<file path="config.mk">
export PLATFORM = sky130hd
export DESIGN_NAME = game_tick_scheduler
export DESIGN_NICKNAME = d
export VERILOG_FILES = /design/src/rtl/game_tick_scheduler.sv
export SDC_FILE = /design/constraint.sdc
export NUM_CORES = 1
export LEC_CHECK = 0
export CORE_MARGIN = 2
export CORE_UTILIZATION = 40
export DETAILED_ROUTE_END_ITERATION = 10
export HOLD_SLACK_MARGIN = 0.15
export REMOVE_ABC_BUFFERS = 1
export SLEW_MARGIN = 20
export SYNTH_ARGS = -nofsm -noshare
export SYNTH_HDL_FRONTEND = slang
export SYNTH_SLANG_ARGS = --single-unit
</file>
<file path="constraint.sdc">
create_clock -name clk -period 5.5 [get_ports clk]
set_input_delay 0.55 -clock clk [delete_from_list [all_inputs] [get_ports clk]]
set_output_delay 0.55 -clock clk [all_outputs]
set_load 0.005 [all_outputs]
</file>
<file path="src/rtl/game_tick_scheduler.sv">
// Game-flow controller: IDLE/READY/PLAY/DEAD sequencing plus scroll and gravity tick prescalers.
// Define TICK_SPEEDUP_EN to shorten the scroll period as pipes are passed (speed levels 0..7).
module game_tick_scheduler #(
    parameter int WIDTH         = 24,
    parameter int SCROLL_PERIOD = 1000000,
    parameter int GRAV_PERIOD   = 750000,
    parameter int READY_CYCLES  = 50000000,
    parameter int SCROLL_MIN    = 250000,
    parameter int PERIOD_STEP   = 125000
) (
    input  logic       clk,
    input  logic       reset,
    input  logic       startGame,
    input  logic       flap,
    input  logic       collide,
    input  logic       pipe_passed,
    output logic       scroll_tick,
    output logic       gravity_tick,
    output logic [1:0] state,
    output logic [2:0] level
);

    typedef enum logic [1:0] {
        S_IDLE  = 2'b00,
        S_READY = 2'b01,
        S_PLAY  = 2'b10,
        S_DEAD  = 2'b11
    } state_t;

    // The get-ready hold is sized on its own; it may exceed the prescaler width.
    localparam int RDY_W = (READY_CYCLES > 1) ? $clog2(READY_CYCLES) : 1;
    localparam logic [RDY_W-1:0] RDY_LAST    = RDY_W'(READY_CYCLES - 1);
    localparam logic [WIDTH-1:0] SCROLL_INIT = WIDTH'(SCROLL_PERIOD);
    localparam logic [WIDTH-1:0] GRAV_LAST   = WIDTH'(GRAV_PERIOD - 1);

    state_t           state_q;
    state_t           state_d;
    logic             enter_ready;
    logic             play_run;
    logic             scroll_wrap;
    logic             grav_wrap;
    logic [RDY_W-1:0] rdy_cnt;
    logic [WIDTH-1:0] scroll_cnt;
    logic [WIDTH-1:0] grav_cnt;
    logic [WIDTH-1:0] scroll_period;
    logic [WIDTH-1:0] scroll_last;
    logic [2:0]       level_q;

    always_comb begin
        state_d     = state_q;
        enter_ready = 1'b0;
        case (state_q)
            S_IDLE: begin
                if (startGame) begin
                    state_d     = S_READY;
                    enter_ready = 1'b1;
                end
            end
            S_READY: begin
                if (!startGame)
                    state_d = S_IDLE;
                else if (rdy_cnt == RDY_LAST)
                    state_d = S_PLAY;
            end
            S_PLAY: begin
                if (collide || !startGame)
                    state_d = S_DEAD;
            end
            S_DEAD: begin
                if (!startGame)
                    state_d = S_IDLE;
            end
            default: state_d = S_IDLE;
        endcase
    end

    always_ff @(posedge clk or posedge reset) begin
        if (reset)
            state_q <= S_IDLE;
        else
            state_q <= state_d;
    end

    // A cycle that is leaving PLAY (collide or start released) neither counts nor ticks.
    assign play_run    = (state_q == S_PLAY) && !collide && startGame;
    assign scroll_last = scroll_period - WIDTH'(1);
    assign scroll_wrap = play_run && (scroll_cnt == scroll_last);
    assign grav_wrap   = play_run && !flap && (grav_cnt == GRAV_LAST);

    always_ff @(posedge clk or posedge reset) begin
        if (reset)
            rdy_cnt <= '0;
        else if (enter_ready)
            rdy_cnt <= '0;
        else if ((state_q == S_READY) && (rdy_cnt != RDY_LAST))
            rdy_cnt <= rdy_cnt + RDY_W'(1);
    end

    always_ff @(posedge clk or posedge reset) begin
        if (reset) begin
            scroll_cnt <= '0;
            grav_cnt   <= '0;
        end else if (enter_ready) begin
            scroll_cnt <= '0;
            grav_cnt   <= '0;
        end else if (play_run) begin
            scroll_cnt <= scroll_wrap ? '0 : scroll_cnt + WIDTH'(1);
            if (flap || (grav_cnt == GRAV_LAST))
                grav_cnt <= '0;
            else
                grav_cnt <= grav_cnt + WIDTH'(1);
        end
    end

    // Tick stage: terminal counts register into single-cycle enables.
    always_ff @(posedge clk or posedge reset) begin
        if (reset) begin
            scroll_tick  <= 1'b0;
            gravity_tick <= 1'b0;
        end else begin
            scroll_tick  <= scroll_wrap;
            gravity_tick <= grav_wrap;
        end
    end

`ifdef TICK_SPEEDUP_EN
    localparam logic signed [WIDTH+4:0] SP_S   = (WIDTH+5)'(SCROLL_PERIOD);
    localparam logic signed [WIDTH+4:0] STEP_S = (WIDTH+5)'(PERIOD_STEP);
    localparam logic signed [WIDTH+4:0] MIN_S  = (WIDTH+5)'(SCROLL_MIN);
    localparam logic [WIDTH-1:0]        MIN_U  = WIDTH'(SCROLL_MIN);

    logic [1:0] pass_cnt;

    function automatic logic [2:0] level_sat_inc(input logic [2:0] l);
        return (l == 3'd7) ? l : l + 3'd1;
    endfunction

    // Period shrinks by one step per level, clamped at the floor; signed so the difference may go negative.
    function automatic logic [WIDTH-1:0] period_for_level(input logic [2:0] l);
        logic signed [WIDTH+4:0] lv;
        logic signed [WIDTH+4:0] p;
        lv = $signed({{(WIDTH+2){1'b0}}, l});
        p  = SP_S - lv * STEP_S;
        if (p < MIN_S)
            return MIN_U;
        return p[WIDTH-1:0];
    endfunction

    always_ff @(posedge clk or posedge reset) begin
        if (reset) begin
            pass_cnt      <= 2'd0;
            level_q       <= 3'd0;
            scroll_period <= SCROLL_INIT;
        end else if (enter_ready) begin
            pass_cnt      <= 2'd0;
            level_q       <= 3'd0;
            scroll_period <= SCROLL_INIT;
        end else begin
            if (play_run && pipe_passed) begin
                pass_cnt <= pass_cnt + 2'd1;
                if (pass_cnt == 2'd3)
                    level_q <= level_sat_inc(level_q);
            end
            // New period is picked up only at a wrap so a running interval is never cut short.
            if (scroll_wrap)
                scroll_period <= period_for_level(level_q);
        end
    end
`else
    logic unused_pipe_passed;

    assign unused_pipe_passed = pipe_passed;
    assign level_q            = 3'd0;
    assign scroll_period      = SCROLL_INIT;
`endif

    assign state = state_q;
    assign level = level_q;

endmodule
</file>
==> flow_metrics.tcl <==
set metrics [dict create \
    cts_max_level 3 \
    critical_path_class "reg2reg" \
    synthTopCellsByArea "dfrtp_1, xnor2_1, nor2_1" \
    path_max_fanout 22 \
    grt_pass1_wl_um 14000 \
    drv_slew 0 \
    reg2reg_slack_ns 2.74 \
    cts_resized 0 \
    clkSinkCount 78 \
    drc 0 \
    drt-pass1-iter-count 4 \
    max_freq_mhz 362 \
    routed_wl_um 7860 \
    clk_pin_slew_ns 0.08 \
    worst-r2r-cell-count 5 \
    rsz0062_at_grt "false" \
    period_minus_slack_ns 2.76 \
    setup_viol_count_final 0 \
    ir_worst_vdd_mv 0.147 \
    synth_top_area_share_pct 47.2 \
    grt_overflow 0 \
    drive_gt1_share_pct 6.67 \
    multi_input_area_um2 2030 \
    avgSynthCellArea_um2 9.34 \
    clk_latency_ns 0.36 \
    tightest_slew_ns 0.925 \
    synth.distinct_cells 48 \
    syn_to_final_growth_pct 8.80 \
    core_um2 10200 \
    routabilityCongestion 0.816 \
    regArea_um2 1950 \
    syn_inst 443 \
    cap_violations 0 \
    yosysTopAreaCell "dfrtp_1" \
    syn_area_um2 4140 \
    async_reset_ff_share_pct 100 \
    fin_crit_sh_pct 50.2 \
    hold_violations 0 \
    fin_nets 454 \
    synthFlopType "dfrtp_1" \
    cts_buffers 9 \
    first_iter_violations 188 \
    yosysSeqAreaShare_pct 47.2 \
    die_x_um 106 \
    viasPerCell 5.26 \
    synth_edf_count 0 \
    grt_pass1_vias 2992 \
    initial_core_util_pct 40.6 \
    crit_arrival_ns 2.97 \
    holdPathStages 1 \
    skew_ns 0.0110 \
    holdPathEnd "rdy_cnt[2]" \
    cts-root-buf "clkbuf_8" \
    crit_path_end_kind "flip-flop" \
    port_buffers 8 \
    routed-via-count 3080 \
    power.density_nw_per_um2 238 \
    leakage_nw 1.85 \
    hp-class "reg2reg" \
    holdCritStartpoint "rdy_cnt[2]" \
    antenna_found_initial 0 \
    grt_usage_pct 15.4 \
    antennaDiodeCount 0 \
    crit_required_ns 5.70 \
    dieArea_um2 11200 \
    fp-row-count 37 \
    yosys_warnings 0 \
    cts_tree "done" \
    status "complete, no violations" \
    power_mw 1.07 \
    num-fill-cells 996 \
    critPathLaunchType "flip-flop" \
    pin_count 13 \
    avgRoutedWirePerCell_um 13.4 \
    r2r-end "grav_cnt[8]" \
    regToRegStartpoint "grav_cnt[20]" \
    worst_slew_margin_rel_pct 37.9 \
    grt_max_degree 79 \
    postCtsSetupRepairBufs 0 \
    setup_tns_ns 0 \
    die_h_um 106 \
    ys_ff_latch 78 \
    hpwl_um 5040 \
    hold_buffers 0 \
    ant_nets 0 \
    cts.path.max_buffers 2 \
]
==> metal layers <==
layer	GRT usage [%]	vias to the layer above	part of all wire, %
li1	-	1528	-
met1	21.3	1492	51
met2	24.1	48	45
met3	4.64	12	3.0
met4	3.38	0	1.5
met5	0	-	0
==> placed cells by master, fill, tap and decap left out, types with 4 or more instances in the layout <==
cell / n
nand4_1: 15
o21ai_0: 7
mux2i_1: 5
clkdlybuf4s50_1: 8
nor2_1: 76
xor2_1: 23
xnor2_1: 37
and3_1: 7
a21oi_1: 7
nor4_2: 4
dfrtp_1: 78
inv_1: 8
nor3_1: 21
nand2_1: 42
or4_1: 4
and4_1: 12
nand3_1: 28
nor4_1: 8
clkbuf_8: 9
==> final cells by class <==
class                   instances  area share (%)
multi-input cells             335            45.2
flip-flops and latches         78            43.3
well taps                     136            3.78
clock buffers                  12            3.00
repair buffers                 12            2.89
clock inverters                 4            1.06
inverters                       9           0.778
==> cell usage after synthesis, drive strengths merged, types with 2 or more instances <==
library cell  instances
nand2                42
or4                   5
nand4                15
o2111ai               2
dfrtp                78
nor2                 76
or4b                  3
clkbuf                9
o21ai                 9
inv                   9
or2                   2
nor3                 21
mux2i                 5
buf                  14
or4bb                 2
or3                   3
xor2                 23
nor4                 12
ha                    3
a211oi                2
nand3                28
xnor2                37
and3                  7
and2                  2
o211ai                2
and4                 12
a21oi                 7
==> critical path: stages, from the launching register on <==
cell and delay (ns):
dfrtp_1 0.42, or4b_1 0.53, nor4_1 0.52, a31oi_1 0.24
o21ai_2 0.76, nor2_1 0.13
==> stage by stage <==
step           hold WS [ns]  cell area [µm²]  util (%)  worst slack (ns)  std cells
2_1_floorplan         0.451             4020         -              2.95        422
3_3_place_gp          0.477             4290      42.1              2.52        569
3_5_place_dp          0.485             4290      42.1              2.50        569
4_1_cts               0.497             4480      43.9              2.76        585
5_1_grt               0.532             4500      44.2              2.56        586
6_report              0.489             4500      44.2              2.74        586
==> power by group <==
group          switching, mW  leakage [nW]  internal (mW)
clock                  0.204        0.0904          0.209
combinational         0.0352         0.679         0.0215
sequential            0.0149          1.08          0.586
==> flip-flops by register name (all words and copies together), names as in the netlist, named ones only <==
signal and flops:
grav_cnt 24, gravity_tick 1, rdy_cnt 26, scroll_cnt 24, scroll_tick 1, state 1
==> cell families after synthesis <==
group                    count (synthesis)  synth area share (%)
AO/OA/AOI/OAI                           26                  3.99
buffers and inverters                   32                  3.90
AND/OR/NAND/NOR                        238                  30.0
other                                    1                0.0906
adder cells (fa/ha/maj)                  3                 0.907
flip-flops                              78                  47.2
multiplexers                             5                  1.21
XOR/XNOR                                60                  12.7
==> worst max path at each step <==
stage               slack, ns         start                         end  depth (start not counted)
CTS                      2.76  grav_cnt[20]                grav_cnt[19]                          5
detailed placement       2.50     startGame              scroll_cnt[13]                          6
finish                   2.74  grav_cnt[20]                 grav_cnt[8]                          5
floorplan                2.95         reset  asynchronous set/reset pin                          1
global placement         2.52     startGame              scroll_cnt[13]                          6
global route             2.56  grav_cnt[20]                 grav_cnt[8]                          5
Power figures use the tool's default switching activity.
